**config.mk**
```make
export PLATFORM = sky130hd
export DESIGN_NAME = mult32_seq_ctrl
export DESIGN_NICKNAME = d
export VERILOG_FILES = /design/src/rtl/mult32_seq_ctrl.sv
export SDC_FILE = /design/constraint.sdc
export NUM_CORES = 1
export LEC_CHECK = 0
export ABC_AREA = 1
export CORE_AREA = 2 2 124 126
export CTS_CLUSTER_SIZE = 20
export DETAILED_ROUTE_END_ITERATION = 8
export DIE_AREA = 0 0 126 128
export DONT_BUFFER_PORTS = 1
export PLACE_DENSITY_LB_ADDON = 0.3
export SETUP_SLACK_MARGIN = 0.1
export SYNTH_ARGS = -nofsm -noshare
export SYNTH_HDL_FRONTEND = slang
export SYNTH_SLANG_ARGS = --single-unit
```
**constraint.sdc**
```tcl
create_clock -name Clk -period 1.35 [get_ports Clk]
set_clock_uncertainty 0.2 [all_clocks]
set_input_delay 0.3375 -clock Clk [delete_from_list [all_inputs] [get_ports Clk]]
set_output_delay 0.3375 -clock Clk [all_outputs]
set_load 0.01 [all_outputs]
```
**src/rtl/mult32_seq_ctrl.sv**
```systemverilog
// Shift-add sequencer for a 32x32 unsigned multiply around an external combinational adder.
// Result is valid 32 cycles after operand accept and is held in DONE until Res_rdy is seen; Start is only accepted in IDLE.
module mult32_seq_ctrl #(
  parameter int WIDTH = 32,
  parameter int CNT_W = 5
) (
  input  logic               Clk,
  input  logic               Rst_n,
  input  logic               Clear,
  input  logic               Start,
  output logic               Start_rdy,
  input  logic [WIDTH-1:0]   Op_A,
  input  logic [WIDTH-1:0]   Op_B,
  output logic [WIDTH-1:0]   Add_A,
  output logic [WIDTH-1:0]   Add_B,
  output logic               Add_Cin,
  input  logic [WIDTH-1:0]   Add_Sum,
  input  logic               Add_Cout,
  output logic               Busy,
  output logic               Res_valid,
  input  logic               Res_rdy,
  output logic [2*WIDTH-1:0] Product
);

  typedef enum logic [1:0] {
    IDLE = 2'd0,
    RUN  = 2'd1,
    DONE = 2'd2
  } state_t;

  localparam logic [CNT_W-1:0] LAST_ITER = CNT_W'(WIDTH - 1);

  state_t             state, state_nxt;
  logic [WIDTH-1:0]   mcand;
  logic [2*WIDTH-1:0] prod;
  logic [CNT_W-1:0]   cnt;

  always_ff @(posedge Clk or negedge Rst_n) begin
    if (!Rst_n) state <= IDLE;
    else        state <= state_nxt;
  end

  always_comb begin
    state_nxt = state;
    if (Clear) begin
      state_nxt = IDLE;
    end else begin
      case (state)
        IDLE:    if (Start) state_nxt = RUN;
        RUN:     if (cnt == LAST_ITER) state_nxt = DONE;
        DONE:    if (Res_rdy) state_nxt = IDLE;
        default: state_nxt = IDLE;
      endcase
    end
  end

  // Clear only rewinds the counter; operand and product registers keep their contents.
  always_ff @(posedge Clk or negedge Rst_n) begin
    if (!Rst_n) begin
      mcand <= '0;
      prod  <= '0;
      cnt   <= '0;
    end else if (Clear) begin
      cnt <= '0;
    end else begin
      case (state)
        IDLE: begin
          if (Start) begin
            mcand <= Op_A;
            prod  <= {{WIDTH{1'b0}}, Op_B};
            cnt   <= '0;
          end
        end
        RUN: begin
          // Carry-out becomes the new MSB so the full 64-bit product survives the shift.
          prod <= {Add_Cout, Add_Sum, prod[WIDTH-1:1]};
          cnt  <= cnt + CNT_W'(1);
        end
        default: ;
      endcase
    end
  end

  assign Add_A     = prod[2*WIDTH-1:WIDTH];
  assign Add_B     = prod[0] ? mcand : '0;
  assign Add_Cin   = 1'b0;
  assign Start_rdy = (state == IDLE);
  assign Busy      = (state == RUN);
  assign Res_valid = (state == DONE);
  assign Product   = prod;

endmodule

```
=== Yosys cells after proc, flatten, opt, wreduce, memory -nomap -nowiden ===
Index checks and enable logic that the tools add are counted.

* Divide/modulo/power cells: 0
* Shifts and indexed selects: 0
* Equal/unequal tests: 7
* Bitwise gates (word level): 1
* Muxes and demuxes: 11
* $add $sub $neg: 1
* Order comparisons: 0
* Multipliers: 0
* Reductions and logical operators: 7

{| class="wikitable"
|+ Operators with widths
! operator !! count
|-
| 64-bit one-hot mux with 2 select lines || 1
|-
| 64-bit two-way mux || 1
|-
| 32-bit two-way mux || 1
|-
| 5-bit two-way mux || 2
|-
| 5-bit one-hot mux with 2 select lines || 1
|-
| 3-bit AND reduction || 3
|-
| 2-bit two-way mux || 4
|-
| 3-bit by 2-bit inequality test with 1-bit output, second input constant || 2
|-
| 2-bit one-hot mux with 3 select lines || 1
|-
| 5-bit by 1-bit adder with 5-bit output, second input constant || 1
|-
| 5-bit equality test, second input constant || 1
|-
| 3-bit inequality test, second input constant || 1
|-
| 3-bit nonzero test || 1
|-
| 2-bit by 1-bit equality test with 1-bit output, second input constant || 1
|-
| 2-bit equality test, second input constant || 1
|-
| 2-bit logical NOT || 1
|-
| 2-bit inequality test, second input constant || 1
|-
| 2-bit AND reduction || 1
|-
| 2-bit nonzero test || 1
|-
| 1-bit NOT || 1
|}

* Bits of input ports: 102
* Bits in writable memories: 0
* Flip-flop bits (word level): 103
* Logic and storage cells: 31
* Latch bits: 0
* ROM bits: 0
* Memories: 0

=== Longest topological paths before layout ===
* Word-level depth: 4
* Gate-level depth with buffers: 7

=== Least setup slack after synthesis ===
OpenSTA, ideal clock, no wires.

* Path kind: register to output
* From: reg prod[0], in the netlist Product[0]
* To: out Add_B[10]
* Setup slack: -0.183 ns
* Arrival: 0.996 ns
* Stages on the path, launching flop included: 5
* Buffers on the path: 2
* Cell sequence: dfrtp_1 > clkbuf_1 > clkbuf_1 > nand2_1 > inv_1

* Cells in the longest elaborated chain, start to end: 1

{| class="wikitable"
|+ RTL lines
! item !! line !! text
|-
| start, declared || 35 || <nowiki>logic [2*WIDTH-1:0] prod;</nowiki>
|-
| start signal, assigned || 70 || <nowiki>prod <= {{WIDTH{1'b0}}, Op_B};</nowiki>
|-
| start signal, assigned || 76 || <nowiki>prod <= {Add_Cout, Add_Sum, prod[WIDTH-1:1]};</nowiki>
|-
| 32-bit two-way mux || 85 || <nowiki>assign Add_B = prod[0] ? mcand : '0;</nowiki>
|-
| end, declared || 15 || <nowiki>output logic [WIDTH-1:0] Add_B,</nowiki>
|}

Every way passes these cells.

=== Worst setup path after layout ===
* From: reg state[0]
* To: out Busy

* Cells in the longest elaborated chain, start to end: 1

{| class="wikitable"
|+ RTL lines
! item !! line !! text
|-
| start, declared || 33 || <nowiki>state_t state, state_nxt;</nowiki>
|-
| start signal, assigned || 40 || <nowiki>else state <= state_nxt;</nowiki>
|-
| 2-bit by 1-bit equality test with 1-bit output || 88 || <nowiki>assign Busy = (state == RUN);</nowiki>
|-
| end, declared || 19 || <nowiki>output logic Busy,</nowiki>
|}

Every way passes these cells.

==> impl_metrics.py <==
metrics = {
    "synth": {
        "avgSynthCellArea_um2": 8.008,
        "yosysSeqAreaShare": 0.5109,
        "yosys-top-cells-area": "dfrtp_1 51%, nand2_1 15%, o21ai_0 10%, inv_1 7.3%, buf_4 5.7%",
        "postSynthCellCount": 630,
        "synth_top_area_frac": 0.5109,
        "synth_warnings": 0,
        "synth_fa_ha_area_frac": 0.004960,
        "synthXorXnorAreaFrac": 0,
        "synth_top_family_by_area": "simple AND/OR/NAND/NOR gates",
        "synth-simple-area-share": 0.1825,
        "netlist_area_um2": 5045,
        "synth.net_count": 734,
        "synth_cell_types": 24,
        "muxShareOfSynthArea": 0,
        "synth_compound_area_frac": 0.1322,
        "ys_ff_latch": 103,
        "yosysTopAreaCell": "dfrtp_1",
    },
    "clock_network": {
        "clock_latency_ns": 0.35,
        "clk_path_buf_depth": 2,
        "cts-buffers-inserted": 9,
        "clock_sink_count": 103,
        "clk_pin_slew_ns": 0.07,
        "h-tree-depth": 3,
        "cts_tree": "built",
        "cts-root-buf": "clkbuf_16",
    },
    "routing": {
        "dr.pass1.iters": 5,
        "wl_um": 14180,
        "avgViaCountPerCell": 4.833,
        "wire_per_inst_um": 16.01,
        "final_antenna_net_count": 0,
        "vias": 4282,
        "first_iter_violations": 243,
        "drc_errors": 0,
    },
    "sta": {
        "fin_crit_sh": 1.301,
        "setup-violations-final": 175,
        "maxSlewViolCount": 0,
        "fmax_mhz": 569.6,
        "period_needed_ns": 1.756,
        "rsz0062_at_grt": "true",
        "postLayoutSetupSlackWorst_ns": -0.4057,
        "hold_ws_ns": -0.5252,
        "hold_violations": 138,
    },
    "critical_path": {
        "path_class": "flip-flop to output port",
        "endpoint_kind": "output port",
        "cp_max_fo": 5,
        "startpoint": "state[0]$_DFFE_PN0P_",
        "worstPathArrival_ns": 1.22,
        "start_kind": "flip-flop",
        "cp.required_ns": 0.81,
        "rr_startpoint": "state[1]$_DFFE_PN0P_",
    },
    "pwr": {
        "powerDensity_nw_per_um2": 1292,
        "ir_worst_vdd_mv": 0.5959,
        "p_leak_uw": 0.003549,
    },
    "place": {
        "place_congestion": 0.7176,
        "io_buffers": 0,
        "dp_hpwl_um": 8035,
        "dpl_cell_area_um2": 5131,
        "dpl_worst_slack_ns": -0.1568,
    },
    "grt": {
        "grt_start_max_net_pins": 104,
        "grt_pass1_wl_um": 21750,
        "grt_pass1_vias": 4198,
        "antenna_found_initial": 0,
        "track_usage": 0.1701,
        "grt_overflow": 0,
    },
    "floorplanning": {
        "dieWidth_um": 126,
        "initial_core_util": 0.3394,
        "die_area_um2": 16130,
        "core_um2": 14860,
        "placementRows": 45,
        "io_pins": 234,
        "die_height_um": 128,
    },
    "cells_and_area": {
        "area_growth_pct": 39.36,
        "fin_nets": 797,
        "fin_area_um2": 7030,
        "antenna_cells": 0,
        "drive_gt1_frac": 0.3381,
    },
    "worst_hold_path": {
        "hold_path.class": "input pin to async pin",
    },
    "status": {
        "violations": "hold timing, setup timing",
        "status": "finished with violations",
    },
    "flow_run": {
        "drv_cap": 0,
    },
}
[registers in the layout, indices dropped and copies added, names as in the netlist]
register,flops
mcand,32
state,2
Product,64
cnt,5
[path summary, 6_finish.rpt]
path,to,slack [ns],cells after the start
worst max-delay path,Busy,-0.41,3
min in group Clk,cnt[2]$_DFFE_PN0P_,-0.12,1
worst max register to register,Product[17]$_DFFE_PN0P_,-0.40,10
worst min register to register,mcand[0]$_DFFE_PN0P_,0.29,2
worst min-delay path,mcand[14]$_DFFE_PN0P_,-0.53,0
max in group asynchronous,Product[56]$_DFFE_PN0P_,1.32,0
[cell usage after synthesis]
library cell,count
or2_2,1
nor2_8,2
clkbuf_2,5
buf_6,9
o21ai_0,104
inv_2,2
nor2_1,3
o21ai_1,26
o21ai_4,1
nand4_1,3
nand3_2,1
buf_2,6
nand3b_1,1
nor2_2,1
dfrtp_1,103
nand2_4,1
conb_1,1
ha_1,2
inv_1,98
clkbuf_1,8
buf_4,38
nand2_1,205
buf_1,1
nand3_1,8
[worst max-delay path, cell delays in order, from the launching register on]
cell	delay, ns
dfrtp_2	0.52
inv_2	0.09
nor2_4	0.14
buf_6	0.11
[routing by layer]
metal  GRT usage  vias up  share of wire
li1            -     2032              -
met1      0.2043     2031           0.40
met2      0.2929      203           0.52
met3     0.03881       16          0.063
met4     0.07498        0          0.018
met5           0        -              0
[stage by stage]
stage	TNS [ns]	cells	power [µW]	utilization	hold slack, ns
after floorplan	-1.288	630	5493	-	-0.1581
after global placement	-6.573	774	5583	0.3452	-0.1553
after CTS	-44.78	878	8934	0.4530	-0.5448
final	-45.12	886	9081	0.4730	-0.5252
after global routing	-56.58	886	9576	0.4730	-0.5494
after detailed placement	-9.197	774	5636	0.3452	-0.1553
[cell usage in the layout, fill, tap and decap left out, types with 5 or more instances in the layout]
master / Yosys / final
dlygate4sd3_1: 0 / 59
o21ai_1: 26 / 88
buf_16: 0 / 9
nand2_2: 0 / 37
buf_12: 0 / 13
dfrtp_2: 0 / 34
clkbuf_16: 0 / 12
o21ai_0: 104 / 10
o21ai_2: 0 / 32
inv_1: 98 / 65
dfrtp_1: 103 / 69
nand2_1: 205 / 158
buf_6: 9 / 18
nand3_1: 8 / 5
inv_2: 2 / 33
nand2_4: 1 / 10
buf_4: 38 / 14
[layout make-up]
type / count / area (µm²)
inverters: 100 / 380.4
well taps: 188 / 235.2
clock inverters: 4 / 53.80
flip-flops and latches: 103 / 2620
fillers: 1368 / 7834
repair buffers: 119 / 1526
multi-input cells: 360 / 1958
clock buffers: 12 / 256.5
[cells by family (layout without fill, tap and decap cells)]
family | after synthesis | after routing
compound gates | 131 | 131
fa+ha+maj | 2 | 2
buf+inv | 167 | 235
flops | 103 | 103
other cells | 1 | 1
simple gates | 226 | 226
[power by group]
group	switching [µW]	internal, µW	leakage [µW]
registers	686	3620	0.00127
logic	1100	962	0.00214
clock network	1160	1540	0.000145
total	2950	6130	0.00355
[timing repair]
item / CTS / global route
buffers inserted: 19 / 3
pin swaps: 11 / 6
endpoints found under the setup margin: 234 / 234
hold buffers: 56 / 3
gates resized for setup: 155 / 72
gates cloned: 13 / 2
hold endpoints to repair: 175 / 139
Note: power is estimated with default switching activity, not from simulation.
